### config.mk
export PLATFORM = sky130hd
export DESIGN_NAME = cell_sequencer
export DESIGN_NICKNAME = d
export VERILOG_FILES = /design/src/rtl/cell_sequencer.sv
export SDC_FILE = /design/constraint.sdc
export NUM_CORES = 1
export LEC_CHECK = 0
export CORE_AREA = 2 2 223 225
export CTS_BUF_LIST = sky130_fd_sc_hd__clkbuf_8
export DETAILED_ROUTE_END_ITERATION = 7
export DIE_AREA = 0 0 225 227
export GPL_TIMING_DRIVEN = 0
export PLACE_DENSITY = 0.82
export REMOVE_ABC_BUFFERS = 1
export SLEW_MARGIN = 10
export SYNTH_ARGS = -nofsm -noshare
export SYNTH_HDL_FRONTEND = slang
export SYNTH_SLANG_ARGS = --single-unit
### constraint.sdc
create_clock -name clk -period 4.5 [get_ports clk]
set_clock_uncertainty 0.15 [all_clocks]
set_input_delay 0.675 -clock clk [delete_from_list [all_inputs] [get_ports clk]]
set_output_delay 0.675 -clock clk [all_outputs]
set_load 0.005 [all_outputs]
### src/rtl/cell_sequencer.sv
// Cell sequencer: gathers 3x3 pixel pairs into packed cell vectors, issues them
// to the cell processor, captures the processed pixel and hands it downstream.
module cell_sequencer #(
  parameter int PIXEL_W      = 24,
  parameter int CELL_PIXELS  = 9,
  parameter int PROC_LATENCY = 4,
  parameter int CNT_W        = 16
) (
  input  logic                           clk,
  input  logic                           rst,
  input  logic                           start,
  input  logic [CNT_W-1:0]               num_cells,
  input  logic                           pix_valid,
  output logic                           pix_ready,
  input  logic [31:0]                    pix_a,
  input  logic [31:0]                    pix_b,
  output logic [PIXEL_W*CELL_PIXELS-1:0] cell_a,
  output logic [PIXEL_W*CELL_PIXELS-1:0] cell_b,
  output logic                           cell_issue,
  input  logic [PIXEL_W-1:0]             result_pixel,
  output logic                           out_valid,
  input  logic                           out_ready,
  output logic [PIXEL_W-1:0]             out_pixel,
  output logic                           busy,
  output logic                           done
);

  localparam int CELL_W = PIXEL_W * CELL_PIXELS;
  localparam int K_W    = (CELL_PIXELS > 1) ? $clog2(CELL_PIXELS) : 1;
  localparam int WAIT_W = $clog2(PROC_LATENCY + 1);

  typedef enum logic [2:0] {
    S_IDLE,
    S_GATHER,
    S_ISSUE,
    S_WAIT,
    S_OUTPUT,
    S_DONE
  } state_t;

  state_t              state_q, state_d;
  logic [K_W-1:0]      k_q, k_d;
  logic [CNT_W-1:0]    cnt_q, cnt_d;
  logic [CNT_W-1:0]    num_q, num_d;
  logic [WAIT_W-1:0]   wait_q, wait_d;
  logic [CELL_W-1:0]   cell_a_q, cell_a_d;
  logic [CELL_W-1:0]   cell_b_q, cell_b_d;
  logic [PIXEL_W-1:0]  out_pixel_q, out_pixel_d;
  logic [CNT_W-1:0]    cnt_inc;

  always_ff @(posedge clk) begin
    if (!rst) begin
      state_q     <= S_IDLE;
      k_q         <= '0;
      cnt_q       <= '0;
      num_q       <= '0;
      wait_q      <= '0;
      cell_a_q    <= '0;
      cell_b_q    <= '0;
      out_pixel_q <= '0;
    end else begin
      state_q     <= state_d;
      k_q         <= k_d;
      cnt_q       <= cnt_d;
      num_q       <= num_d;
      wait_q      <= wait_d;
      cell_a_q    <= cell_a_d;
      cell_b_q    <= cell_b_d;
      out_pixel_q <= out_pixel_d;
    end
  end

  assign cnt_inc = cnt_q + CNT_W'(1);

  always_comb begin
    state_d     = state_q;
    k_d         = k_q;
    cnt_d       = cnt_q;
    num_d       = num_q;
    wait_d      = wait_q;
    cell_a_d    = cell_a_q;
    cell_b_d    = cell_b_q;
    out_pixel_d = out_pixel_q;
    pix_ready   = 1'b0;
    cell_issue  = 1'b0;
    out_valid   = 1'b0;
    done        = 1'b0;
    busy        = (state_q != S_IDLE);

    case (state_q)
      S_IDLE: begin
        if (start) begin
          if (num_cells != '0) begin
            num_d    = num_cells;
            cnt_d    = '0;
            k_d      = '0;
            cell_a_d = '0;
            cell_b_d = '0;
            state_d  = S_GATHER;
          end else begin
            state_d = S_DONE;
          end
        end
      end
      S_GATHER: begin
        pix_ready = 1'b1;
        if (pix_valid) begin
          cell_a_d[k_q*PIXEL_W +: PIXEL_W] = pix_a[PIXEL_W-1:0];
          cell_b_d[k_q*PIXEL_W +: PIXEL_W] = pix_b[PIXEL_W-1:0];
          if (k_q == K_W'(CELL_PIXELS - 1)) begin
            state_d = S_ISSUE;
          end else begin
            k_d = k_q + K_W'(1);
          end
        end
      end
      S_ISSUE: begin
        cell_issue = 1'b1;
        wait_d     = WAIT_W'(PROC_LATENCY);
        state_d    = S_WAIT;
      end
      S_WAIT: begin
        // The processor result is valid on the cycle the counter reads 1.
        if (wait_q == WAIT_W'(1)) begin
          out_pixel_d = result_pixel;
          wait_d      = '0;
          state_d     = S_OUTPUT;
        end else begin
          wait_d = wait_q - WAIT_W'(1);
        end
      end
      S_OUTPUT: begin
        out_valid = 1'b1;
        if (out_ready) begin
          cnt_d = cnt_inc;
          if (cnt_inc == num_q) begin
            state_d = S_DONE;
          end else begin
            k_d      = '0;
            cell_a_d = '0;
            cell_b_d = '0;
            state_d  = S_GATHER;
          end
        end
      end
      S_DONE: begin
        done    = 1'b1;
        state_d = S_IDLE;
      end
      default: state_d = S_IDLE;
    endcase
  end

  assign cell_a    = cell_a_q;
  assign cell_b    = cell_b_q;
  assign out_pixel = out_pixel_q;

endmodule

==> impl_metrics.csv, run 1 <==
group,metric,value,unit
synthesis,yosys.cell_types.count,82,
status,status,"complete, but fails checks",
drt,drt-total-wl,87.6,mm
drt,drc_errors,1,
clocking,htree_num_levels,3,
timing,post-route-period-util,97.7,%
drt,drt_iter0_markers,2212,
finish,finish.instance_area,29200,um^2
placement,dp_cells,3248,
floorplanning,core_area,48500,um^2
placement,dpl_cell_area,27000,um^2
global_routing,grt_overflow_total,0,
floorplanning,ioPinCount,570,
timing,slew_headroom,9.30,%
power,power_leakage,10.1,nW
worst_setup_path,path_max_fanout,31,
timing,hold_violations,0,
finish,post-route-util,60.2,%
worst_setup_path,critPathKind,"reg -> reg",
global_routing,grt_first_pass_wirelength,127,mm
worst_setup_path,startpoint_type,"flop",
worst_setup_path,cp_top_family,"compound AO/OA/AOI/OAI gates",
synthesis,yosys_warnings,0,
worst_setup_path,end_kind,"flop",
synthesis,synthCells,2238,
power,power_density,336,nW/um^2
worst_setup_path,crit_path_frequent_cell,"inv_1",
finish,drive_above_1_share,10.6,%
placement,dpl_worst_slack,-1.73,ns
drt,wl_per_cell,25.6,um
worst_setup_path,crit_arrival,4.85,ns
drt,ant_nets,0,
status,violations,"DRC",
drt,drtPass1Iterations,8,
clocking,numCtsBuffers,81,
global_routing,grt_start_max_net_pins,77,
power,p_sw,0.00287,W
timing,finalWorstSetupSlack,0.104,ns
placement,gp_congestion,0.966,
timing,min_period,4.40,ns
clocking,path_clk_slew,0.06,ns
clocking,clockBufferDepth,3,
global_routing,track_usage,32.5,%
drt,drt-vias-per-instance,6.16,
timing,max_freq,227,MHz
worst_setup_path,worst-path-buf-inv,3,
synthesis,ys_seq_elements,498,
power,ir_drop,0.230,mV
power,power_frac_seq,45.1,%
synthesis,synth_edf_count,0,
synthesis,netlist_area,21300,um^2
worst_setup_path,cp.required,4.95,ns
floorplanning,dieWidth,225,um
global_routing,grt_pass1_vias,20500,
floorplanning,chipHeight,227,um
worst_setup_path,r2r_slack,0.10,ns
clocking,cts_tree,"yes",
min_path,min_path_type,"reg -> reg",
timing,slew_viol_final,0,
run,max-cap-violations,0,
power,intPower,0.00696,W
power,swShare,29.2,%
power,clkPwrFrac,41.0,%
worst_setup_path,cpMaxStageDelayCell,"a21oi_1",
worst_setup_path,crit_chain,"buf_16, ha_1, inv_1, fa_1, xnor2_2, and2_2, and2_1, ha_4, inv_1, o21ai_1, a21oi_1, nand3_2, o2bb2ai_1",
synthesis,async_reset_ff_share,0,%
finish,stdcell_count,3421,
worst_setup_path,cpPeakStageDelay,0.65,ns
clocking,cts_root_buf,"clkbuf_8",
timing,worst_pin_slew,1.36,ns
clocking,clk_latency,0.68,ns
power,combPwrFrac,13.9,%
synthesis,synthFlopType,"dfxtp_1",
timing,holdWs,0.308,ns
finish,syn2layout_area_growth,37.2,%
placement,io_buffers,553,
floorplanning,initial_core_util,43.9,%
placement,dp_hpwl,62.2,mm
global_routing,antenna_found_initial,6,
synthesis,synth-seq-area-share,46.8,%
finish,nFillCells,4011,
floorplanning,core.rowCount,81,
timing,setup_viol,0,
floorplanning,dieArea,51100,um^2
clocking,clock-sinks,498,
finish,nets,2853,
synthesis,avgSynthCellArea,9.52,um^2
drt,vias,21100,
-- worst min-delay path, stage by stage (launching register included) --
cell and delay (ns):
dfxtp_1 0.30, nand2_1 0.05, a21oi_1 0.06
-- final cells by class --
type / count / area [um^2] / area share [%]
Tap cell: 622 / 778 / 2.66
Timing Repair Buffer: 585 / 5980 / 20.5
Clock buffer: 100 / 1380 / 4.71
Multi-Input combinational cell: 1541 / 10700 / 36.7
Antenna cell: 4 / 10.0 / 0.0342
Timing Repair inverter: 1 / 5.00 / 0.0171
Inverter: 26 / 106 / 0.364
Clock inverter: 44 / 262 / 0.894
Sequential cell: 498 / 9970 / 34.1
-- flip-flops by register name (all words and copies together), names as in the netlist --
register,flops
cell_b,216
state_q,3
num_q,16
k_q,4
out_pixel,24
wait_q,3
cell_a,216
cnt_q,16
-- cells by family (layout without fill, tap and decap cells) --
kind of cell / after synthesis / count (layout) / share of synthesized area [%]
AND/OR/NAND/NOR: 618 / 619 / 13.9
AO/OA/AOI/OAI: 815 / 815 / 29.5
multiplexers: 66 / 66 / 3.24
other: 0 / 4 / 0
XOR/XNOR: 30 / 31 / 1.33
adder cells (fa/ha/maj): 10 / 10 / 0.622
flip-flops: 498 / 498 / 46.8
buffers and inverters: 201 / 756 / 4.66
-- synth_stat cells (6+ instances only) --
| cell | count | area [um^2] |
|---|---|---|
| a22oi_1 | 29 | 218 |
| nor3_1 | 20 | 100 |
| buf_1 | 19 | 71.3 |
| buf_4 | 23 | 173 |
| o21ai_0 | 149 | 746 |
| nand2_1 | 275 | 1030 |
| nor2_1 | 121 | 454 |
| a31oi_1 | 7 | 43.8 |
| nor3_2 | 7 | 70.1 |
| nand2b_1 | 16 | 100 |
| or3_1 | 8 | 50.1 |
| nor4_1 | 9 | 56.3 |
| a21oi_4 | 19 | 309 |
| nand4_1 | 9 | 56.3 |
| dfxtp_1 | 498 | 9970 |
| mux2i_1 | 43 | 430 |
| and3_1 | 16 | 100 |
| a22o_1 | 235 | 2060 |
| nand3_1 | 63 | 315 |
| and2_1 | 29 | 181 |
| o21ai_1 | 15 | 75.1 |
| clkbuf_1 | 75 | 282 |
| ha_1 | 9 | 113 |
| inv_1 | 23 | 86.3 |
| a21oi_1 | 104 | 521 |
| mux2_2 | 23 | 259 |
| xnor2_1 | 18 | 158 |
| o31ai_1 | 12 | 90.1 |
| buf_6 | 11 | 124 |
| o2bb2ai_1 | 181 | 1590 |
| buf_2 | 46 | 230 |
| xor2_1 | 10 | 87.6 |
| a2bb2o_1 | 6 | 60.1 |
| a32o_1 | 21 | 210 |
-- metal layers --
metal,up-vias,share of wire [%],GRT usage (%)
met4,2,6.3,20.1
li1,9296,-,-
met2,1306,45,52.2
met3,313,9.7,8.53
met1,10200,39,39.0
met5,-,0.015,0
-- worst paths after layout --
| kind | from | end | depth (start not counted) |
|---|---|---|---|
| max reg2reg | k_q[0] | cell_a[108] | 13 |
| min reg2reg | out_pixel[5] | out_pixel[5] | 2 |
| min | out_pixel[5] | out_pixel[5] | 2 |
| max | k_q[0] | cell_a[108] | 13 |
-- power by group through the flow --
| stage | Combinational, W | Clock (W) | Sequential (W) |
|---|---|---|---|
| floorplan | 0.000667 | 0 | 0.00455 |
| detailed placement | 0.00119 | 0 | 0.00454 |
| finish | 0.00136 | 0.00403 | 0.00444 |
| global route | 0.00142 | 0.00426 | 0.00444 |
| CTS | 0.00129 | 0.00408 | 0.00444 |
| global placement | 0.00114 | 0 | 0.00456 |
-- stage by stage --
stage / power, W / TNS [ns]
5_1_grt: 0.0101 / -0.0431
3_5_place_dp: 0.00574 / -494.04
2_1_floorplan: 0.00521 / -951.14
3_3_place_gp: 0.00570 / -3274.36
6_report: 0.00983 / 0
4_1_cts: 0.00981 / 0
-- placed cells by master, fill, tap and decap left out, drive strengths merged, types with 43 or more instances in the layout --
| cell | count |
|---|---|
| dfxtp | 498 |
| o2bb2ai | 181 |
| mux2i | 43 |
| nand2 | 276 |
| clkdlybuf4s50 | 552 |
| nor2 | 124 |
| a22o | 235 |
| a21oi | 125 |
| nand3 | 67 |
| inv | 50 |
| o21ai | 164 |
| clkbuf | 100 |
-- repair_timing --
item,4_1_cts,5_1_grt
buffers inserted,17,4
pin swaps,10,2
cloned,2,2
hold buffers,0,0
setup endpoints to repair,432,428
gates resized for setup,52,16
Note: power is estimated with default switching activity, not from simulation.
==> inputs of run 2 (changes only) <==
ABC_CLOCK_PERIOD_IN_PS = 4500   (was unset)
==> results of run 2 <==
Final layout, timing and power as in run 1 (identical DEF).
